File: src/rtl/twiddle_read_sched.sv
// Twiddle / Rader-precompute register-file read sequencer.
// A job (mode plus pass count) is latched in IDLE. The block then streams
// beats to the butterfly datapath under valid/ready. Each beat carries the
// register-file select, eight lane read addresses and the DFT phase bit.
// Every output comes from a flop. Each output register is loaded from the
// next-state view, so outputs change in the same cycle as the state.
module twiddle_read_sched #(
  parameter int IDX_W     = 6,
  parameter int DFT_BEATS = 2,
  parameter int PASS_W    = 8
) (
  input  logic              clk,
  input  logic              rst_n,
  input  logic              start,
  input  logic [2:0]        mode,
  input  logic [PASS_W-1:0] num_passes,
  input  logic              flush,
  input  logic              out_ready,
  output logic              out_valid,
  output logic [2:0]        sel_o,
  output logic [IDX_W-1:0]  rd_addr0,
  output logic [IDX_W-1:0]  rd_addr1,
  output logic [IDX_W-1:0]  rd_addr2,
  output logic [IDX_W-1:0]  rd_addr3,
  output logic [IDX_W-1:0]  rd_addr4,
  output logic [IDX_W-1:0]  rd_addr5,
  output logic [IDX_W-1:0]  rd_addr6,
  output logic [IDX_W-1:0]  rd_addr7,
  output logic              m1_out_0_o,
  output logic              busy,
  output logic              done,
  output logic              err
);

  typedef enum logic [1:0] {
    ST_IDLE = 2'd0,
    ST_RUN  = 2'd1,
    ST_DONE = 2'd2
  } state_t;

  // Beats per pass for each job mode.
  function automatic logic [IDX_W-1:0] beats_per_pass(input logic [2:0] m);
    logic [IDX_W-1:0] b;
    case (m)
      3'd1:    b = IDX_W'(6);
      3'd2:    b = IDX_W'(5);
      3'd3:    b = IDX_W'(12);
      3'd4:    b = IDX_W'(DFT_BEATS);
      3'd5:    b = IDX_W'(DFT_BEATS);
      default: b = IDX_W'(1);
    endcase
    return b;
  endfunction

  // Number of lanes that carry a non-zero address in the Rader modes.
  function automatic logic [3:0] active_lanes(input logic [2:0] m);
    logic [3:0] n;
    case (m)
      3'd1:    n = 4'd5;
      3'd2:    n = 4'd8;
      3'd3:    n = 4'd5;
      default: n = 4'd0;
    endcase
    return n;
  endfunction

  // Modes 1..5 are the only legal job types.
  function automatic logic mode_legal(input logic [2:0] m);
    return (m >= 3'd1) && (m <= 3'd5);
  endfunction

  state_t            state_r, state_nxt;
  logic [2:0]        mode_r, mode_nxt;
  logic [PASS_W-1:0] passes_r, passes_nxt;
  logic [PASS_W-1:0] pass_r, pass_nxt;
  logic [IDX_W-1:0]  beat_r, beat_nxt;
  logic [IDX_W-1:0]  bpp_s;
  logic [IDX_W-1:0]  bpp_nxt_s;
  logic [3:0]        lanes_nxt_s;
  logic              accept_s;
  logic              last_beat_s;

  logic              valid_nxt, done_nxt, err_nxt, busy_nxt, m1_nxt;
  logic [2:0]        sel_nxt;
  logic [IDX_W-1:0]  addr_nxt [8];
  logic [IDX_W-1:0]  addr_r   [8];

  assign bpp_s       = beats_per_pass(mode_r);
  assign accept_s    = out_valid && out_ready;
  assign last_beat_s = (beat_r == (bpp_s - IDX_W'(1))) &&
                       (pass_r == (passes_r - PASS_W'(1)));

  // Next-state and counter logic; flush overrides everything.
  always_comb begin
    state_nxt  = state_r;
    mode_nxt   = mode_r;
    passes_nxt = passes_r;
    pass_nxt   = pass_r;
    beat_nxt   = beat_r;
    valid_nxt  = 1'b0;
    done_nxt   = 1'b0;
    err_nxt    = 1'b0;
    if (flush) begin
      state_nxt = ST_IDLE;
      pass_nxt  = '0;
      beat_nxt  = '0;
    end else begin
      case (state_r)
        ST_IDLE: begin
          if (start) begin
            if (mode_legal(mode)) begin
              state_nxt  = ST_RUN;
              mode_nxt   = mode;
              passes_nxt = (num_passes == '0) ? PASS_W'(1) : num_passes;
              pass_nxt   = '0;
              beat_nxt   = '0;
              valid_nxt  = 1'b1;
            end else begin
              err_nxt = 1'b1;
            end
          end else begin
            state_nxt = ST_IDLE;
          end
        end
        ST_RUN: begin
          valid_nxt = 1'b1;
          if (accept_s) begin
            if (last_beat_s) begin
              state_nxt = ST_DONE;
              valid_nxt = 1'b0;
              done_nxt  = 1'b1;
              pass_nxt  = '0;
              beat_nxt  = '0;
            end else if (beat_r == (bpp_s - IDX_W'(1))) begin
              beat_nxt = '0;
              pass_nxt = pass_r + PASS_W'(1);
            end else begin
              beat_nxt = beat_r + IDX_W'(1);
            end
          end else begin
            beat_nxt = beat_r;
          end
        end
        ST_DONE: begin
          state_nxt = ST_IDLE;
        end
        default: begin
          state_nxt = ST_IDLE;
          pass_nxt  = '0;
          beat_nxt  = '0;
        end
      endcase
    end
  end

  assign bpp_nxt_s   = beats_per_pass(mode_nxt);
  assign lanes_nxt_s = active_lanes(mode_nxt);

  // Beat payload for the next cycle: lane k reads k*B + b in the Rader modes.
  always_comb begin
    busy_nxt = (state_nxt != ST_IDLE);
    sel_nxt  = 3'd0;
    m1_nxt   = 1'b0;
    for (int k = 0; k < 8; k++) begin
      addr_nxt[k] = '0;
    end
    if (state_nxt == ST_RUN) begin
      sel_nxt = mode_nxt;
      if (mode_nxt == 3'd4) begin
        m1_nxt = beat_nxt[0];
      end else begin
        m1_nxt = 1'b0;
      end
      for (int k = 0; k < 8; k++) begin
        if (4'(k) < lanes_nxt_s) begin
          addr_nxt[k] = IDX_W'(k) * bpp_nxt_s + beat_nxt;
        end else begin
          addr_nxt[k] = '0;
        end
      end
    end else begin
      sel_nxt = 3'd0;
    end
  end

  // State, counters and registered outputs.
  always_ff @(posedge clk or negedge rst_n) begin
    if (!rst_n) begin
      state_r    <= ST_IDLE;
      mode_r     <= 3'd0;
      passes_r   <= '0;
      pass_r     <= '0;
      beat_r     <= '0;
      out_valid  <= 1'b0;
      done       <= 1'b0;
      err        <= 1'b0;
      busy       <= 1'b0;
      sel_o      <= 3'd0;
      m1_out_0_o <= 1'b0;
      for (int k = 0; k < 8; k++) begin
        addr_r[k] <= '0;
      end
    end else begin
      state_r    <= state_nxt;
      mode_r     <= mode_nxt;
      passes_r   <= passes_nxt;
      pass_r     <= pass_nxt;
      beat_r     <= beat_nxt;
      out_valid  <= valid_nxt;
      done       <= done_nxt;
      err        <= err_nxt;
      busy       <= busy_nxt;
      sel_o      <= sel_nxt;
      m1_out_0_o <= m1_nxt;
      for (int k = 0; k < 8; k++) begin
        addr_r[k] <= addr_nxt[k];
      end
    end
  end

  assign rd_addr0 = addr_r[0];
  assign rd_addr1 = addr_r[1];
  assign rd_addr2 = addr_r[2];
  assign rd_addr3 = addr_r[3];
  assign rd_addr4 = addr_r[4];
  assign rd_addr5 = addr_r[5];
  assign rd_addr6 = addr_r[6];
  assign rd_addr7 = addr_r[7];

endmodule

File: config.mk
export PLATFORM = sky130hd
export DESIGN_NAME = twiddle_read_sched
export DESIGN_NICKNAME = d
export VERILOG_FILES = /design/src/rtl/twiddle_read_sched.sv
export SDC_FILE = /design/constraint.sdc
export NUM_CORES = 1
export LEC_CHECK = 0
export CAP_MARGIN = 0
export CELL_PAD_IN_SITES_DETAIL_PLACEMENT = 0
export CELL_PAD_IN_SITES_GLOBAL_PLACEMENT = 1
export CORE_MARGIN = 4
export CORE_UTILIZATION = 40
export CTS_BUF_LIST = sky130_fd_sc_hd__clkbuf_4 sky130_fd_sc_hd__clkbuf_8
export CTS_CLUSTER_DIAMETER = 100
export DETAILED_ROUTE_END_ITERATION = 8
export GPL_TIMING_DRIVEN = 0
export PLACE_DENSITY = 0.84
export SLEW_MARGIN = 20
export SYNTH_ARGS = -nofsm -noshare
export SYNTH_HDL_FRONTEND = slang
export SYNTH_SLANG_ARGS = --single-unit
File: constraint.sdc
create_clock -name clk -period 6.7 [get_ports clk]
set_input_delay 2.01 -clock clk [delete_from_list [all_inputs] [get_ports clk]]
set_output_delay 2.01 -clock clk [all_outputs]
set_load 0.1 [all_outputs]
# [Word-level counts from Yosys, hierarchy flattened]
# Index checks and enable logic that the tools add are counted.
[totals] out_inout_bits=56 wordCells=130 ramBits=0 inputBits=16 ff_bits=83 latch_bits=0 mem_bits_ro=0 mem_count=0
[op_classes] n_reduce_logical=11 eq_ne=20 div=0 bitwise_logic=1 shift=0 add_sub_neg=11 n_lt_le_gt_ge=10 muxes=54 mul=4
[ops] cell="6-bit 2-to-1 mux" n=14
[ops] cell="8-bit 2-to-1 mux" n=7
[ops] cell="48-bit 2-to-1 mux" n=1
[ops] cell="6-bit adder" n=7
[ops] cell="4-bit one-hot mux with 4 select lines" n=2
[ops] cell="8-bit one-hot mux with 3 select lines" n=1
[ops] cell="6-bit one-hot mux with 3 select lines" n=1
[ops] cell="3-bit by 4-bit less-than comparator with 1-bit output (first input constant)" n=4
[ops] cell="1-bit 2-to-1 mux" n=15
[ops] cell="3-bit 2-to-1 mux" n=5
[ops] cell="3-bit by 2-bit == test with 1-bit output (second input constant)" n=4
[ops] cell="3-bit == test (second input constant)" n=4
[ops] cell="3-bit by 6-bit multiplier with 6-bit output (first input constant)" n=2
[ops] cell="2-bit 2-to-1 mux" n=5
[ops] cell="3-bit != test (second input constant)" n=3
[ops] cell="8-bit by 1-bit adder with 8-bit output (second input constant)" n=1
[ops] cell="8-bit == test" n=1
[ops] cell="8-bit zero test" n=1
[ops] cell="1-bit by 4-bit less-than comparator with 1-bit output (first input constant)" n=2
[ops] cell="2-bit by 4-bit less-than comparator with 1-bit output (first input constant)" n=2
[ops] cell="4-bit one-hot mux with 2 select lines" n=1
[ops] cell="8-bit by 1-bit subtractor with 8-bit output (second input constant)" n=1
[ops] cell="6-bit by 1-bit adder with 6-bit output (second input constant)" n=1
[ops] cell="3-bit by 1-bit == test with 1-bit output (second input constant)" n=2
[ops] cell="19 further kinds" n=24

# [Logic depth before layout (Yosys ltp)]
[logic_depth] word_depth=13 depth_mapped=20

# [Least setup slack after synthesis]
# Ideal clock, no wire load.
[synth_path] kind="in2reg" startpoint="input port flush" endpoint="register addr_r, in the netlist rd_addr7[5]" setup_ns=0.121 stages=18 setup_slack_ns=0.661 t_arrival_ns=5.917 t_required_ns=6.579 cell_sequence="buf_2 nor4b_4 o21ai_1 o21ai_0 a21boi_1 clkbuf_1 inv_1 fa_1 inv_1 fa_1 inv_1 fa_1 inv_1 a21o_1 a21oi_1 xnor2_1 xnor2_1 nor2_1"
[synth_lines] item="start: declaration" line_no="17" rtl="input logic flush,"
[synth_lines] item="end signal: indexed assignment" line_no="216" rtl="addr_r[k] <= addr_nxt[k];"
[synth_lines] item="end: declaration" line_no="86" rtl="logic [IDX_W-1:0] addr_r [8];"

==> flow_summary_export.csv <==
group,metric,value,unit
global_route,grt-ovfl-total,0,
finish,post-route-util,50.5,%
clock_network,clk_latency,0.37,ns
synth,syn-cell-area,0.00500,mm^2
timing,rsz0062_at_grt,"no",
pwr,p_comb_share,33.1,%
clock_network,cts_tree,"yes",
drt,wl,11900,um
floorplan,die_h,120,um
min_path,hold_path_class,"reg -> reg",
finish,final_cell_mix,"78 x dfrtp_1, 67 x clkdlybuf4s50_1, 38 x nor2_1, 37 x inv_1, 37 x ha_1",
finish,final_common_cell,"dfrtp_1",
synth,netlist_instances,488,
timing,skew,0.0132,ns
drt,drtPass1Iterations,4,
global_route,grt_usage,17.5,%
timing,max_freq,160,MHz
pwr,netSwitchingFraction,35.1,%
finish,fin_area,0.00612,mm^2
timing,setup_viol,0,
timing,final.min_clock_period,6.25,ns
floorplan,die_w,120,um
worst_setup_path,rr_endpoint,"rd_addr3[5]",
place,io_buffers,68,
clock_network,cts.clk_slew.worst_paths,0.07,ns
pwr,power.switching,0.462,mW
worst_setup_path,arrival,6.50,ns
worst_setup_path,critPathCaptureType,"flip-flop",
synth,ys_dominant_reg_cell,"dfrtp_1",
floorplan,fp.dieArea,0.0144,mm^2
timing,whs,0.553,ns
global_route,antenna_found_initial,0,
floorplan,ios,72,
global_route,grt_max_degree,43,
pwr,leakagePower,2.92,nW
timing,setup_ws,0.446,ns
clock_network,cts_buffer_depth,2,
clock_network,holdBufCountCts,0,
drt,wl_per_cell,16.0,um
synth,synth_edf_count,0,
place,placed_cell_area,0.00591,mm^2
clock_network,cts-root-buf,"clkbuf_8",
drt,ant_nets,0,
timing,fin_tns_setup,0,ns
timing,worst_pin_slew,0.988,ns
worst_setup_path,cp-startpoint,"start",
global_route,grt_pass1_vias,4004,
drt,drc_errors,0,
pwr,powerDensity,215,mW/mm^2
floorplan,core,0.0121,mm^2
synth,ys_async_sr_fraction,100,%
finish,nNetsFinal,639,
pwr,pwr-share-seq,39.1,%
floorplan,initial_core_util,41.3,%
synth,synth.distinct_cells,69,
clock_network,numCtsBuffers,9,
finish,syn_to_final_growth,22.3,%
synth,ys_warn_count,0,
synth,ys_seq_area_share,39.0,%
clock_network,cts_setup_buffers,0,
worst_setup_path,crit_type,"in -> reg",
pwr,p_int,0.854,mW
synth,syn-num-nets,559,
outcome,outcome,"complete, no violations",
synth,syn_avg_cell_area,10.3,um^2
drt,via_per_inst,5.19,
run,cap_violations,0,
finish,final_layout_size_suffix_gt1_share,9.77,%
pwr,irDropWorstVdd,148,uV
synth,ys_seq_elements,78,
drt,drt-initial-drc-count,183,
drt,detailroute.via_count,3843,
worst_setup_path,r2r-start,"mode_r[2]",
worst_setup_path,worst_r2r_path_depth,17,
clock_network,cts_htree_levels,3,
finish,num-fill-cells,1148,
timing,final-max-slew-violation-count,0,
global_route,grt_pass1_wl,19900,um
worst_setup_path,cp_max_fo,18,
worst_setup_path,cp-endpoint,"rd_addr7[5]",
pwr,clock_power_share,27.8,%
place,gp_congestion,0.851,
floorplan,rows,40,
worst_setup_path,rrSetupSlack,1.82,ns
worst_setup_path,cp.required,6.95,ns
place,dpl.hpwl,9130,um
timing,final_hold_viol_count,0,
clock_network,cts.repair.resized,0,
clock_network,clock_sinks,78,
finish,antennaDiodeCount,0,
place,place_worst_setup_slack,-0.340,ns
timing,min_period_over_period,93.3,%
timing,maxSlewHeadroom,33.9,%
worst_setup_path,cp-start-kind,"primary input",
[power by group through the flow]
stage               Combinational [mW]  Clock [mW]  Sequential (mW)
finish                           0.436       0.365            0.515
global route                     0.486       0.399            0.518
global placement                 0.424           0            0.523
floorplan                        0.274           0            0.576
detailed placement               0.437           0            0.523
CTS                              0.438       0.379            0.514
[per-stage QoR]
step	power, mW	std cells
finish	1.32	741
global route	1.40	741
CTS	1.33	741
detailed placement	0.961	725
global placement	0.947	724
floorplan	0.850	488
[worst max-delay path, stage by stage]
cell and delay [ns]:
clkdlybuf4s50_1 0.51, nor4b_4 0.45, o21ai_1 0.20, o21ai_0 0.11, a21boi_1 0.29, clkbuf_2 0.45
inv_1 0.23, fa_1 0.57, inv_1 0.05, fa_1 0.51, inv_1 0.06, fa_1 0.39
inv_1 0.07, a21o_1 0.12, a21oi_1 0.07, xnor2_1 0.17, xnor2_1 0.16, nor2_1 0.06
[synth_stat cells (all sizes together), types with 3 or more instances]
library cell	n	area share, %
or3	5	0.63
nand2b	5	0.63
o221ai	4	0.70
inv	38	2.8
xnor2	25	4.4
nor3	11	1.1
a21oi	27	2.7
or2	3	0.42
and3	12	1.5
ha	37	9.2
a21o	19	2.9
mux2i	3	0.60
fa	18	7.2
a22oi	3	0.45
nor2b	8	1.0
clkbuf	8	0.60
and4	3	0.53
nand3	14	1.4
nor4	4	0.80
o21a	5	0.75
o2bb2ai	3	0.53
o211ai	4	0.70
dfrtp	78	39
mux2	8	1.8
and2	5	0.63
nor2	38	2.9
nand2	23	1.7
o21ai	13	1.3
buf	13	1.8
xor2	13	2.3
[cells by family after synthesis]
| family | synth area share, % |
|---|---|
| adder cells (fa/ha/maj) | 16.5 |
| XOR/XNOR | 6.65 |
| flip-flops | 39.0 |
| multiplexers | 2.40 |
| buffers and inverters | 5.22 |
| AO/OA/AOI/OAI | 14.3 |
| AND/OR/NAND/NOR | 16.0 |
[area by class of cell]
type | instances | area, um^2 | area share [%]
buffer | 21 | 120 | 1.96
multi-input combinational | 351 | 2800 | 45.7
timing repair buffer | 69 | 698 | 11.4
clock inverter | 4 | 45.0 | 0.736
inverter | 38 | 143 | 2.33
tap | 168 | 210 | 3.43
sequential | 78 | 1950 | 31.9
clock buffer | 12 | 159 | 2.60
[flip-flops by register name (all words and copies together) (netlist names)]
| signal | cells |
|---|---|
| rd_addr3 | 6 |
| pass_r | 8 |
| rd_addr0 | 6 |
| err | 1 |
| mode_r | 3 |
| m1_out_0_o | 1 |
| beat_r | 6 |
| rd_addr7 | 6 |
| rd_addr4 | 4 |
| rd_addr5 | 5 |
| rd_addr1 | 5 |
| out_valid | 1 |
| state_r | 2 |
| rd_addr6 | 6 |
| passes_r | 8 |
| rd_addr2 | 5 |
| busy | 1 |
| done | 1 |
| sel_o | 3 |
[worst min-delay path by stage]
stage,startpoint,to,slack [ns],cells after the start
after floorplan,passes_r[1],passes_r[1],0.49,1
after global placement,passes_r[1],passes_r[1],0.54,1
final,passes_r[1],passes_r[1],0.55,1
after global routing,passes_r[7],passes_r[7],0.58,1
after detailed placement,passes_r[1],passes_r[1],0.54,1
after CTS,passes_r[1],passes_r[1],0.55,1
[layer usage]
layer  vias up  wire length [um]  global-route usage, %
met2        99              5830                   29.6
met4         0               167                   4.44
met5         -                 0                      0
met1      1870              5130                   21.6
met3        15               731                   6.03
li1       1859                 -                      -
(Power assumes the default switching activity.)
